[config.mk]
export PLATFORM = sky130hd
export DESIGN_NAME = regfile_2r1w
export DESIGN_NICKNAME = d
export VERILOG_FILES = /design/src/rtl/mips_pkg.sv /design/src/rtl/mux_n.sv /design/src/rtl/regfile_2r1w.sv
export SDC_FILE = /design/constraint.sdc
export NUM_CORES = 2
export LEC_CHECK = 0
export ABC_CLOCK_PERIOD_IN_PS = 48100
export BUFFER_PORTS_ARGS = -buffer_cell sky130_fd_sc_hd__buf_4
export CORE_MARGIN = 2
export CORE_UTILIZATION = 36
export DETAILED_ROUTE_END_ITERATION = 7
export PLACE_DENSITY = 0.59
export SYNTH_ARGS = -nofsm -noshare
export SYNTH_HDL_FRONTEND = slang
export SYNTH_SLANG_ARGS = --single-unit
[constraint.sdc]
create_clock -name clk -period 48.1 [get_ports clk]
set_clock_uncertainty 0.1 [all_clocks]
set_input_delay 2.405 -clock clk [delete_from_list [all_inputs] [get_ports clk]]
set_output_delay 2.405 -clock clk [all_outputs]
set_load 0.01 [all_outputs]
[src/rtl/mips_pkg.sv]
// Shared MIPS core definitions: word and register-address types plus the
// default sizing used by the register file.
package mips_pkg;

    localparam int unsigned WORD_W     = 32;
    localparam int unsigned REG_ADDR_W = 5;
    localparam int unsigned REG_COUNT  = 1 << REG_ADDR_W;

    typedef logic [WORD_W-1:0]     word_t;
    typedef logic [REG_ADDR_W-1:0] reg_addr_t;

    localparam reg_addr_t REG_ZERO = '0;

endpackage

[src/rtl/mux_n.sv]
// Parametrised N:1, W-bit multiplexer built recursively as a tree of 2:1
// stages. The top select bit chooses between the lower and upper halves.
// N must be a power of two and at least 2.
module mux_n #(
    parameter  int unsigned N  = 2,
    parameter  int unsigned W  = 1,
    localparam int unsigned SW = $clog2(N)
) (
    input  logic [N-1:0][W-1:0] d,
    input  logic [SW-1:0]       s,
    output logic [W-1:0]        y
);

    if (N == 2) begin : gen_leaf
        // Final 2:1 stage.
        always_comb begin
            y = s[0] ? d[1] : d[0];
        end
    end else begin : gen_split
        localparam int unsigned H = N / 2;

        logic [W-1:0] y_lo;
        logic [W-1:0] y_hi;

        mux_n #(
            .N(H),
            .W(W)
        ) u_lo (
            .d(d[H-1:0]),
            .s(s[SW-2:0]),
            .y(y_lo)
        );

        mux_n #(
            .N(H),
            .W(W)
        ) u_hi (
            .d(d[N-1:H]),
            .s(s[SW-2:0]),
            .y(y_hi)
        );

        // Top select bit picks between the two half-trees.
        always_comb begin
            y = s[SW-1] ? y_hi : y_lo;
        end
    end

endmodule

[src/rtl/regfile_2r1w.sv]
// MIPS general-purpose register file: two read ports, one write port.
// Entry 0 has no storage and always reads zero. Optional same-cycle
// write-to-read bypass and optional registered read outputs.
module regfile_2r1w
    import mips_pkg::*;
#(
    parameter  int unsigned WIDTH  = WORD_W,
    parameter  int unsigned DEPTH  = REG_COUNT,
    parameter  bit          BYPASS = 1'b1,
    parameter  bit          RD_REG = 1'b0,
    localparam int unsigned AW     = $clog2(DEPTH)
) (
    input  logic             clk,
    input  logic             reset,
    input  logic             we,
    input  logic [AW-1:0]    wa,
    input  logic [WIDTH-1:0] wd,
    input  logic [AW-1:0]    ra1,
    input  logic [AW-1:0]    ra2,
    output logic [WIDTH-1:0] rd1,
    output logic [WIDTH-1:0] rd2
);

    localparam logic [AW-1:0] ZERO_ADDR = AW'(REG_ZERO);

    logic [WIDTH-1:0]            mem_q [1:DEPTH-1];
    logic [DEPTH-1:1]            wr_en_d;
    logic [DEPTH-1:0][WIDTH-1:0] rf_flat;
    logic [WIDTH-1:0]            mux1_y;
    logic [WIDTH-1:0]            mux2_y;
    logic                        byp1;
    logic                        byp2;
    logic [WIDTH-1:0]            rd1_d;
    logic [WIDTH-1:0]            rd2_d;

    // Per-entry write enable; address 0 never matches, so writes to it vanish.
    always_comb begin
        wr_en_d = '0;
        for (int unsigned i = 1; i < DEPTH; i++) begin
            wr_en_d[i] = we && (wa == AW'(i));
        end
    end

    // Storage for entries 1..DEPTH-1, cleared asynchronously by reset.
    always_ff @(posedge clk or posedge reset) begin
        if (reset) begin
            for (int unsigned i = 1; i < DEPTH; i++) begin
                mem_q[i] <= '0;
            end
        end else begin
            for (int unsigned i = 1; i < DEPTH; i++) begin
                if (wr_en_d[i]) begin
                    mem_q[i] <= wd;
                end
            end
        end
    end

    // Present the array as a flat mux input with a constant-zero slot 0.
    always_comb begin
        rf_flat[0] = '0;
        for (int unsigned i = 1; i < DEPTH; i++) begin
            rf_flat[i] = mem_q[i];
        end
    end

    mux_n #(
        .N(DEPTH),
        .W(WIDTH)
    ) u_mux1 (
        .d(rf_flat),
        .s(ra1),
        .y(mux1_y)
    );

    mux_n #(
        .N(DEPTH),
        .W(WIDTH)
    ) u_mux2 (
        .d(rf_flat),
        .s(ra2),
        .y(mux2_y)
    );

    // Read value per port: zero override, then bypass, then array contents.
    // Bypass is gated off during reset so outputs read zero while it is high.
    always_comb begin
        byp1  = BYPASS && we && !reset && (wa == ra1);
        byp2  = BYPASS && we && !reset && (wa == ra2);
        rd1_d = (ra1 == ZERO_ADDR) ? '0 : (byp1 ? wd : mux1_y);
        rd2_d = (ra2 == ZERO_ADDR) ? '0 : (byp2 ? wd : mux2_y);
    end

    if (RD_REG) begin : gen_rd_reg
        logic [WIDTH-1:0] rd1_q;
        logic [WIDTH-1:0] rd2_q;

        // Registered read outputs, updated every cycle with no enable.
        always_ff @(posedge clk or posedge reset) begin
            if (reset) begin
                rd1_q <= '0;
                rd2_q <= '0;
            end else begin
                rd1_q <= rd1_d;
                rd2_q <= rd2_d;
            end
        end

        assign rd1 = rd1_q;
        assign rd2 = rd2_q;
    end else begin : gen_rd_comb
        assign rd1 = rd1_d;
        assign rd2 = rd2_d;
    end

endmodule

==> results.py <==
metrics = {
    "routing": {
        "num_vias": 35598,
        "wl_per_cell_um": 34.24,
        "routed_wl_mm": 191.8,
        "viasPerCell": 6.356,
        "drt-initial-drc-count": 3398,
        "drc": 0,
        "drt-pass1-iter-count": 7,
        "ant_nets": 0,
    },
    "critical_path": {
        "r2r_slack_ns": 47.18,
        "crit_slowest_cell": "and2_2",
        "critPathCaptureType": "primary output",
        "worstSetupStartpointType": "primary input",
        "startpoint": "ra2[1]",
        "cp_data_arrival_time_ns": 6.57,
        "r2r-end": "mem_q[509]$_DFFE_PP0P_",
        "critPathKind": "primary input to primary output",
        "crit_path_end": "rd2[31]",
        "worstReg2RegStart": "mem_q[509]$_DFFE_PP0P_",
        "critPathMaxStageDelay_ns": 0.80,
        "r2r_cells": 1,
        "timing.critical_path.mode_cell": "buf_4",
        "required_ns": 45.60,
        "crit_fanout": 56,
        "crit_path_cell_trace": "buf_8, buf_4, buf_4, and2_2, buf_4, a221oi_1, a221oi_1, o41ai_2, buf_4",
    },
    "clock_tree": {
        "clk_pin_slew_ns": 0.06,
        "cts_tree": "yes",
        "cts_resized": 0,
        "cts_setup_buffers": 0,
        "clock_latency_ns": 0.72,
        "cts-root-buf": "clkbuf_16",
        "hold_buffers": 0,
        "clock_path_buffers": 3,
        "cts.sinks": 992,
        "htreeDepth": 3,
        "cts_buffers": 107,
    },
    "finish": {
        "num-nets-final": 3636,
        "seqCellArea_mm2": 0.02482,
        "n_fill_cell": 13678,
        "multi_input_area_mm2": 0.02733,
        "drive_above_1_share": 0.5237,
        "largest_reg_flops": 992,
        "regMostFlops": "mem_q",
        "areaGrowthSynthToFinish_pct": 11.22,
        "final_cell_mix": "mux2_2 (1,063), dfrtp_1 (992), mux4_2 (416)",
        "final_common_cell": "mux2_2",
        "top_regs": "mem_q (992)",
    },
    "run": {
        "maxCapViolCount": 0,
    },
    "power_and_ir_drop": {
        "clkPwrFrac": 0.346,
        "power.density_mw_per_mm2": 41.85,
        "p_int_mw": 1.811,
        "cellLeakagePower_nw": 25.53,
        "swShare": 0.2775,
        "vdd_ir_drop_max_mv": 0.03196,
        "power_frac_seq": 0.446,
        "total_power_mw": 2.507,
        "combPwrFrac": 0.208,
        "netSwitchingPower_mw": 0.6959,
    },
    "global_routing": {
        "first_global_vias": 36124,
        "grt_use_total": 0.2504,
        "grt_max_degree": 161,
        "antenna_found_initial": 15,
        "grt_pass1_wl_mm": 274.9,
        "grt-ovfl-total": 0,
    },
    "synthesis": {
        "synth-edff-count": 0,
        "ys_warn_count": 0,
        "synth_cell_type_count": 53,
        "synth-main-ff-cell": "dfrtp_1",
        "synth-seq-area-share": 0.4608,
        "syn_nets": 3732,
        "avgSynthCellArea_um2": 14.63,
        "synthCells": 3682,
        "syn-cell-area_mm2": 0.05387,
        "ys_seq_elements": 992,
        "async_flop_share": 1.000,
    },
    "sta": {
        "relSlewSlack": 0.1567,
        "maxSlewViolCount": 0,
        "fmaxAchievable_mhz": 110.2,
        "finalSetupTns_ns": 0,
        "setup_viol": 0,
        "rsz0062_at_grt": "no",
        "fin_crit_sh": 0.1886,
        "final_period_minus_worst_setup_slack_ns": 9.071,
        "hold_viol_final": 0,
        "tightestPinTransition_ns": 1.260,
    },
    "run_status": {
        "outcome": "finished clean",
    },
    "hold_path": {
        "hp-class": "flop to flop",
        "hold_path_startpoint": "mem_q[919]$_DFFE_PP0P_",
    },
    "floorplan": {
        "chipWidth_um": 390.8,
        "core_area_mm2": 0.1482,
        "initial_core_util": 0.3635,
        "std_cell_rows": 141,
        "ios": 114,
        "die_area_mm2": 0.1527,
        "die_h_um": 390.8,
    },
    "placed_design": {
        "port_buffers": 113,
        "hpwl_mm": 108.4,
        "gp_congestion": 0.8051,
    },
}
## cell usage after synthesis (all sizes together), types with 4 or more instances
master  count  share of area
nand3      11         0.0010
and2        4        0.00046
clkbuf    180          0.013
o32ai      16         0.0026
nor3       25         0.0024
mux4      416           0.17
o41ai      18         0.0050
inv        20         0.0014
o21ai      57         0.0053
nand2      80         0.0056
mux2     1071           0.22
nor2b      47         0.0055
a22oi      85          0.012
nor2       39         0.0027
mux2i     110          0.020
o22ai      31         0.0036
and3       19         0.0022
buf       229          0.024
a32o        8         0.0015
nand2b      8        0.00093
a211oi     41         0.0057
a21oi      23         0.0021
nor3b       6         0.0010
dfrtp     992           0.46
xnor2       7         0.0011
a221o      21         0.0039
a221oi     85          0.014
a22o        8         0.0013
## kinds of logic after synthesis
logic type | share of synthesized area
xor+xnor | 0.001626
simple gates | 0.02388
buf+inv | 0.03768
compound gates | 0.05770
mux | 0.4183
flops | 0.4608
## through the flow
| stage | hold WS, ns | std cells | worst slack [ns] | area (um^2) | utilization |
|---|---|---|---|---|---|
| 6_report | 0.4141 | 5601 | 39.03 | 59910 | 0.4043 |
| 5_1_grt | 0.4324 | 5600 | 38.78 | 59910 | 0.4042 |
| 4_1_cts | 0.4156 | 5600 | 38.88 | 59910 | 0.4042 |
| 3_5_place_dp | 0.4022 | 5407 | 38.87 | 56270 | 0.3797 |
| 3_3_place_gp | 0.3865 | 5407 | 38.90 | 56270 | 0.3797 |
| 2_1_floorplan | 0.3754 | 3682 | 17.65 | 53870 | - |
## metal layers
metal	up-vias	wire length (um)	share of wire	global-route usage
li1	14132	-	-	-
met1	19544	80090	0.42	0.3389
met2	1495	88480	0.46	0.3907
met3	413	14490	0.076	0.05004
met4	14	8647	0.045	0.1097
met5	-	84	0.00044	0
## power by group through the flow
| stage | Sequential (mW) | Clock, mW | Combinational [mW] |
|---|---|---|---|
| final | 1.12 | 0.867 | 0.523 |
| after global routing | 1.14 | 0.912 | 0.558 |
| after detailed placement | 1.13 | 0 | 0.522 |
| after floorplan | 1.09 | 0 | 0.407 |
| after CTS | 1.11 | 0.880 | 0.524 |
| after global placement | 1.12 | 0 | 0.513 |
## worst min-delay path by stage
stage,slack (ns),end,cells after the start
2_1_floorplan,0.38,mem_q[915]$_DFFE_PP0P_,1
3_3_place_gp,0.39,mem_q[915]$_DFFE_PP0P_,1
3_5_place_dp,0.40,mem_q[919]$_DFFE_PP0P_,1
4_1_cts,0.42,mem_q[919]$_DFFE_PP0P_,1
5_1_grt,0.43,mem_q[819]$_DFFE_PP0P_,1
6_report,0.41,mem_q[919]$_DFFE_PP0P_,1
## area by class of cell
cell class | count | share of cell area
clock buffers | 158 | 0.05330
inverters | 20 | 0.001378
well taps | 1930 | 0.04031
repair buffers | 204 | 0.02707
diodes | 1 | 0.00004177
multi-input cells | 2261 | 0.4561
flip-flops and latches | 992 | 0.4144
clock inverters | 35 | 0.007414
## critical path, delay by kind of cell
kind | cells | cell delay, ns
buf+inv | 5 | 2.45
compound gates | 3 | 0.83
simple gates | 1 | 0.80
No activity file was read; power rests on OpenSTA's default activity.
